==> src/rtl/mprj_io_cfg_sequencer.sv <==
// ---------------------------------------------------------------------------
// mprj_io_cfg_sequencer
//
// Sequences the per-pad configuration of the user GPIO pad ring. On start,
// one configuration word per pad is fetched from a register file. The words
// are shifted MSB first onto two serial chains in parallel: chain 1 carries
// pads 0..AREA1PADS-1 and chain 2 carries the remaining pads. A final load
// strobe makes the pad control blocks latch the new settings.
//
// Ports:
//   clock          system clock, all logic on the rising edge
//   resetn         asynchronous active-low reset
//   start          request a full reconfiguration (sampled only in IDLE)
//   abort          cancel an in-progress sequence
//   busy           high from the cycle after start through the last LOAD cycle
//   done           one-cycle pulse on successful completion
//   cfg_rd         register-file read strobe
//   cfg_addr       pad index being read (held while cfg_rd is low)
//   cfg_rdata      read data, valid the cycle after cfg_rd
//   serial_clock   chain shift clock
//   serial_load    chain latch strobe
//   serial_data_1  chain 1 serial data
//   serial_data_2  chain 2 serial data
// ---------------------------------------------------------------------------
module mprj_io_cfg_sequencer #(
    parameter int TOTAL_PADS = 38,
    parameter int AREA1PADS  = 19,
    parameter int CFG_BITS   = 13,
    parameter int DIV        = 1
) (
    input  logic                clock,
    input  logic                resetn,
    input  logic                start,
    input  logic                abort,
    output logic                busy,
    output logic                done,
    output logic                cfg_rd,
    output logic [5:0]          cfg_addr,
    input  logic [CFG_BITS-1:0] cfg_rdata,
    output logic                serial_clock,
    output logic                serial_load,
    output logic                serial_data_1,
    output logic                serial_data_2
);

    localparam int N1 = AREA1PADS;
    localparam int N2 = TOTAL_PADS - AREA1PADS;
    localparam int S  = (N1 > N2) ? N1 : N2;
    localparam int BW = (CFG_BITS > 1) ? $clog2(CFG_BITS) : 1;
    localparam int PW = $clog2(2 * DIV);

    localparam logic [5:0]    SLOT_LAST = 6'(S - 1);
    localparam logic [5:0]    SKIP2     = 6'(S - N2);
    localparam logic [5:0]    A1        = 6'(AREA1PADS);
    localparam logic [BW-1:0] BIT_LAST  = BW'(CFG_BITS - 1);
    localparam logic [PW-1:0] PH_LAST   = PW'(2 * DIV - 1);
    localparam logic [PW-1:0] PH_HIGH   = PW'(DIV);

    typedef enum logic [2:0] {
        IDLE,
        FETCH1,
        FETCH2,
        LATCH,
        SHIFT,
        LOAD
    } state_t;

    state_t               state;
    logic [5:0]           slot;
    logic [BW-1:0]        bit_cnt;
    logic [PW-1:0]        ph;
    logic [CFG_BITS-1:0]  sh1;
    logic [CFG_BITS-1:0]  sh2;

    // The shorter chain is padded at the front with dummy slots so that both
    // chains finish together and the farthest pad is always shifted first.
    function automatic logic is_dummy1(input logic [5:0] k);
        return int'(k) < (S - N1);
    endfunction

    function automatic logic is_dummy2(input logic [5:0] k);
        return int'(k) < (S - N2);
    endfunction

    function automatic logic [5:0] pad1(input logic [5:0] k);
        return SLOT_LAST - k;
    endfunction

    function automatic logic [5:0] pad2(input logic [5:0] k);
        return A1 + k - SKIP2;
    endfunction

    logic [5:0]          slot_inc;
    logic [5:0]          fetch_slot;
    logic                fetch_rd;
    logic [5:0]          fetch_addr;
    logic [PW-1:0]       ph_inc;
    logic [CFG_BITS-1:0] rdata1;
    logic [CFG_BITS-1:0] rdata2;

    always_comb begin
        slot_inc   = slot + 6'd1;
        // FETCH1 is entered from IDLE (slot 0) or from SHIFT (next slot).
        fetch_slot = (state == IDLE) ? 6'd0 : slot_inc;
        fetch_rd   = !is_dummy1(fetch_slot);
        fetch_addr = pad1(fetch_slot);
        ph_inc     = ph + 1'b1;
        rdata1     = is_dummy1(slot) ? '0 : cfg_rdata;
        rdata2     = is_dummy2(slot) ? '0 : cfg_rdata;
    end

    always_ff @(posedge clock or negedge resetn) begin
        if (!resetn) begin
            state         <= IDLE;
            slot          <= '0;
            bit_cnt       <= '0;
            ph            <= '0;
            sh1           <= '0;
            sh2           <= '0;
            busy          <= 1'b0;
            done          <= 1'b0;
            cfg_rd        <= 1'b0;
            cfg_addr      <= '0;
            serial_clock  <= 1'b0;
            serial_load   <= 1'b0;
            serial_data_1 <= 1'b0;
            serial_data_2 <= 1'b0;
        end else begin
            done <= 1'b0;
            if (abort && state != IDLE) begin
                // Abort drops the chains quietly: no load strobe, no done.
                state         <= IDLE;
                busy          <= 1'b0;
                cfg_rd        <= 1'b0;
                serial_clock  <= 1'b0;
                serial_load   <= 1'b0;
                serial_data_1 <= 1'b0;
                serial_data_2 <= 1'b0;
            end else begin
                case (state)
                    IDLE: begin
                        if (start && !abort) begin
                            state  <= FETCH1;
                            busy   <= 1'b1;
                            slot   <= '0;
                            cfg_rd <= fetch_rd;
                            if (fetch_rd) cfg_addr <= fetch_addr;
                        end
                    end
                    FETCH1: begin
                        state  <= FETCH2;
                        cfg_rd <= !is_dummy2(slot);
                        if (!is_dummy2(slot)) cfg_addr <= pad2(slot);
                    end
                    FETCH2: begin
                        state  <= LATCH;
                        cfg_rd <= 1'b0;
                        sh1    <= rdata1;
                    end
                    LATCH: begin
                        // The first bit goes out together with the chain 2
                        // capture; the registers keep the remaining bits.
                        state         <= SHIFT;
                        serial_data_1 <= sh1[CFG_BITS-1];
                        serial_data_2 <= rdata2[CFG_BITS-1];
                        sh1           <= sh1 << 1;
                        sh2           <= rdata2 << 1;
                        bit_cnt       <= '0;
                        ph            <= '0;
                        serial_clock  <= 1'b0;
                    end
                    SHIFT: begin
                        if (ph == PH_LAST) begin
                            ph           <= '0;
                            serial_clock <= 1'b0;
                            if (bit_cnt == BIT_LAST) begin
                                if (slot == SLOT_LAST) begin
                                    state       <= LOAD;
                                    serial_load <= 1'b1;
                                end else begin
                                    state  <= FETCH1;
                                    slot   <= slot_inc;
                                    cfg_rd <= fetch_rd;
                                    if (fetch_rd) cfg_addr <= fetch_addr;
                                end
                            end else begin
                                bit_cnt       <= bit_cnt + 1'b1;
                                serial_data_1 <= sh1[CFG_BITS-1];
                                serial_data_2 <= sh2[CFG_BITS-1];
                                sh1           <= sh1 << 1;
                                sh2           <= sh2 << 1;
                            end
                        end else begin
                            ph           <= ph_inc;
                            serial_clock <= (ph_inc >= PH_HIGH);
                        end
                    end
                    LOAD: begin
                        if (ph == PH_LAST) begin
                            state       <= IDLE;
                            busy        <= 1'b0;
                            done        <= 1'b1;
                            serial_load <= 1'b0;
                            ph          <= '0;
                        end else begin
                            ph          <= ph_inc;
                            serial_load <= (ph_inc < PH_HIGH);
                        end
                    end
                    default: state <= IDLE;
                endcase
            end
        end
    end

endmodule

==> config.mk <==
export PLATFORM = sky130hd
export DESIGN_NAME = mprj_io_cfg_sequencer
export DESIGN_NICKNAME = d
export VERILOG_FILES = /design/src/rtl/mprj_io_cfg_sequencer.sv
export SDC_FILE = /design/constraint.sdc
export NUM_CORES = 1
export LEC_CHECK = 0
export CELL_PAD_IN_SITES_DETAIL_PLACEMENT = 0
export CELL_PAD_IN_SITES_GLOBAL_PLACEMENT = 1
export CORE_ASPECT_RATIO = 1.25
export CORE_MARGIN = 3
export CORE_UTILIZATION = 30
export CTS_BUF_LIST = sky130_fd_sc_hd__clkbuf_4 sky130_fd_sc_hd__clkbuf_8
export DETAILED_ROUTE_END_ITERATION = 10
export PLACE_DENSITY_LB_ADDON = 0.1
export RECOVER_POWER = 50
export SETUP_SLACK_MARGIN = 0.3
export SYNTH_ARGS = -nofsm -noshare
export SYNTH_HDL_FRONTEND = slang
export SYNTH_SLANG_ARGS = --single-unit
==> constraint.sdc <==
create_clock -name clock -period 1.9 [get_ports clock]
set_input_delay 0.475 -clock clock [delete_from_list [all_inputs] [get_ports clock]]
set_output_delay 0.475 -clock clock [all_outputs]
set_load 0.005 [all_outputs]
==> reports/metrics.yaml <==
worst-r2r-cell-count: 7
dr.first_iter.drc_count: 52
period_minus_slack_ns: 1.90
yosysMostFrequentCell: "sky130_fd_sc_hd__dfrtp_1"
finalCritPeriodShare_pct: 100
drv.max_cap_violation_count: 0
n_antenna_cell: 0
power.ir.vdd_worst_v: 0.000552
place.detailed.hpwl_um: 5640
cpLargestDelayFamily: "simple AND/OR/NAND/NOR gates"
fp.dieW_um: 94.1
grt_setup_unrepaired: "true"
detailed_place.area_um2: 3680
worst_clock_skew_ns: 0.00827
p_sw_share_pct: 39.2
critical_path.startpoint_type: "flop"
p_seq_share_pct: 27.9
synth_sequential_area_ratio_pct: 44.7
avgRoutedWirePerCell_um: 16.6
r2r-end: "cfg_addr[4]$_DFFE_PN0P_"
critical_path_class: "flop to flop"
endpoint_kind: "flop"
syn2layout_area_growth_pct: 64.9
cts-root-to-sink-buffers: 2
syn-mean-instance-area_um2: 8.95
synth-main-ff-cell: "sky130_fd_sc_hd__dfrtp_1"
post-route-cell-area_um2: 4800
final_max_slew_viol_count: 0
timing.final.hold_violations: 0
final_antenna_net_count: 0
grt.overflow.total: 0
wire_length_of_the_first_global_routing_pass_um: 14400
power.net_switching_uw: 2670
cts_tree: "built"
initial_core_util_pct: 31.4
detail_route.wirelength_um: 9100
synth-edff-count: 0
slew_headroom_pct: 29.0
drt-vias-per-instance: 4.97
detailed_route_via_count: 2731
fp.coreArea_um2: 9270
drc: 0
ys_async_sr_fraction_pct: 100
drt_pre_antenna_iters: 4
share_clk_of_total_power_pct: 12.7
first_global_vias: 2871
io_buffers: 29
cp_num_buf_inv: 1
hold_path.class: "input port to asynchronous set/reset pin"
globalRouteTotalUtil_pct: 16.8
final_core_util_pct: 51.7
fin_nets: 448
synth_top_cells_by_area: "sky130_fd_sc_hd__dfrtp_1 (45%), sky130_fd_sc_hd__nand2_1 (6.3%), sky130_fd_sc_hd__nor2_1 (5.2%)"
yosys_warnings: 0
die_area_um2: 10900
worstSkewPairLatency_ns: 0.32
synth_cell_types: 44
status: "finished, violations left"
synth_area_um2: 2910
clkSlewWorstSetupHoldPaths_ns: 0.10
post-route-worst-setup-slack_ns: -0.00203
highest_clock_frequency_the_design_can_meet_ghz: 0.526
crit_path_cell_trace: "buf_6 -> or3_4 -> and2_4 -> ha_4 -> or4_4 -> nand3_2 -> a21oi_2"
place_congestion: 0.787
synth_seq_cells: 52
cell_type_with_the_highest_aggregate_area_in_the_netlist: "sky130_fd_sc_hd__dfrtp_1"
die_h_um: 116
power.share.combinational_pct: 59.5
clockRootBuffer: "sky130_fd_sc_hd__clkbuf_8"
critical_path.max_stage_delay_ns: 0.41
crit_fanout: 3
syn_inst: 325
crit_slowest_cell: "sky130_fd_sc_hd__or3_4"
rr_startpoint: "state[0]$_DFFE_PN0P_"
post_route_cells_drive_above_1_share_pct: 46.2
largest_net_degree_at_the_start_of_global_routing: 24
syn-num-nets: 348
total_clock_sinks: 52
violations: "negative setup slack"
r2r_slack_ns: -0.002
synth.top_cell.area_share_pct: 44.7
internal_power_uw: 4140
placementRows: 39
num_cts_buffers: 5
power.leakage_uw: 0.00202
io-pin-count: 30
totalPowerFinal_uw: 6800
antenna_found_initial: 0
setup_viol_count_final: 1
cts_htree_levels: 2
worst_pin_slew_ns: 1.07
critical_path_arrival_ns: 2.11
required_ns: 2.11
synth_top_cells_by_count: "sky130_fd_sc_hd__dfrtp_1 (52), sky130_fd_sc_hd__nand2_1 (49), sky130_fd_sc_hd__nor2_1 (40)"
power_density_nw_per_um2: 1420
==> how the worst max path moves through the flow <==
stage | slack, ns | startpoint | cells after the start | endpoint
after global placement | -0.13 | abort | 5 | slot[4]$_DFFE_PN0P_
after CTS | -0.009 | state[0]$_DFFE_PN0P_ | 7 | cfg_addr[4]$_DFFE_PN0P_
final | -0.002 | state[0]$_DFFE_PN0P_ | 7 | cfg_addr[4]$_DFFE_PN0P_
after floorplan | 0.07 | bit_cnt[0]$_DFFE_PN0P_ | 8 | sh2[10]$_DFFE_PN0P_
after global routing | -0.04 | state[0]$_DFFE_PN0P_ | 7 | cfg_addr[4]$_DFFE_PN0P_
after detailed placement | -0.13 | start | 5 | slot[5]$_DFFE_PN0P_
==> worst reg2reg max path, delay by kind of cell, from the launching register on <==
| kind | cells | cell delay [ns] |
|---|---|---|
| adder cells (fa/ha/maj) | 1 | 0.16 |
| AND/OR/NAND/NOR | 4 | 1.07 |
| flip-flops | 1 | 0.40 |
| buffers and inverters | 1 | 0.12 |
| AO/OA/AOI/OAI | 1 | 0.05 |
==> layer usage <==
metal / share of wire (%) / GRT usage, % / vias to the layer above / wire [µm]
met3: 2.4 / 2.45 / 10 / 216
li1: - / - / 1320 / -
met2: 55 / 31.8 / 37 / 4990
met5: 0 / 0 / - / 0
met1: 41 / 19.8 / 1364 / 3750
met4: 1.5 / 4.34 / 0 / 134
==> layout by cell type (no fill, tap or decap), types with 4 or more instances in the layout <==
cell type / netlist / layout
sky130_fd_sc_hd__ha_4: 0 / 5
sky130_fd_sc_hd__a31oi_4: 0 / 4
sky130_fd_sc_hd__mux2i_1: 14 / 14
sky130_fd_sc_hd__nor2_4: 0 / 19
sky130_fd_sc_hd__o21ai_2: 0 / 6
sky130_fd_sc_hd__inv_1: 10 / 6
sky130_fd_sc_hd__nand2_1: 49 / 43
sky130_fd_sc_hd__nand2_2: 1 / 4
sky130_fd_sc_hd__o21ai_1: 1 / 11
sky130_fd_sc_hd__a21oi_2: 0 / 15
sky130_fd_sc_hd__nor2_1: 40 / 17
sky130_fd_sc_hd__nand3_2: 0 / 5
sky130_fd_sc_hd__buf_12: 0 / 4
sky130_fd_sc_hd__buf_4: 2 / 53
sky130_fd_sc_hd__dfrtp_1: 52 / 51
sky130_fd_sc_hd__clkbuf_8: 0 / 7
sky130_fd_sc_hd__nor2_2: 0 / 4
sky130_fd_sc_hd__dlygate4sd2_1: 0 / 14
sky130_fd_sc_hd__a21oi_1: 23 / 7
sky130_fd_sc_hd__a31oi_1: 14 / 10
sky130_fd_sc_hd__xnor2_1: 7 / 6
sky130_fd_sc_hd__nand2_4: 0 / 4
sky130_fd_sc_hd__buf_6: 2 / 17
sky130_fd_sc_hd__mux2_4: 3 / 6
sky130_fd_sc_hd__o21ai_0: 21 / 5
sky130_fd_sc_hd__clkdlybuf4s50_1: 0 / 13
sky130_fd_sc_hd__nand3_1: 10 / 4
==> cell families after synthesis <==
group | count (synthesis) | synth area share [%]
xor+xnor | 12 | 3.61
simple gates | 125 | 18.9
compound gates | 79 | 17.5
buf+inv | 31 | 5.16
flops | 52 | 44.7
mux | 20 | 7.53
fa+ha+maj | 6 | 2.58
==> metrics by stage <==
stage / instances / setup TNS (ns) / hold WS [ns] / setup slack (ns)
floorplan: 325 / 0 / 0.179 / 0.0700
global placement: 502 / -1.15 / 0.469 / -0.130
global route: 549 / -0.226 / 0.418 / -0.0428
detailed placement: 502 / -1.27 / 0.469 / -0.134
CTS: 534 / -0.00890 / 0.110 / -0.00890
finish: 549 / -0.00203 / 0.323 / -0.00203
==> repair_timing <==
action,CTS,global route
endpoints found under the hold margin,0,0
endpoints found under the setup margin,62,49
pin swaps,22,20
cloned,4,4
hold buffers,0,0
setup buffers,20,11
gates resized for setup,117,55
==> power by group through the flow <==
| stage | combinational [µW] | sequential [µW] | clock (µW) |
|---|---|---|---|
| finish | 4050 | 1900 | 861 |
| global route | 4400 | 1950 | 927 |
| CTS | 3500 | 1850 | 887 |
| detailed placement | 2790 | 1820 | 0 |
| global placement | 2780 | 1810 | 0 |
| floorplan | 1740 | 1780 | 0 |
==> final cells by class <==
cell class                      count  area [µm²]
Sequential cell                    52        1300
Timing Repair Buffer              113        1110
Tap cell                          123         154
Clock buffer                        7        96.3
Clock inverter                      1        30.0
Inverter                           10        41.3
Multi-Input combinational cell    243        2060
Fill cell                         887        4480
==> sequential cells by signal, indices dropped and copies added, names as in the netlist, 3 cells and up <==
name and flops:
state 3, sh2 12, bit_cnt 4, cfg_addr 6, slot 6, sh1 13
Note: power is estimated with default switching activity, not from simulation.
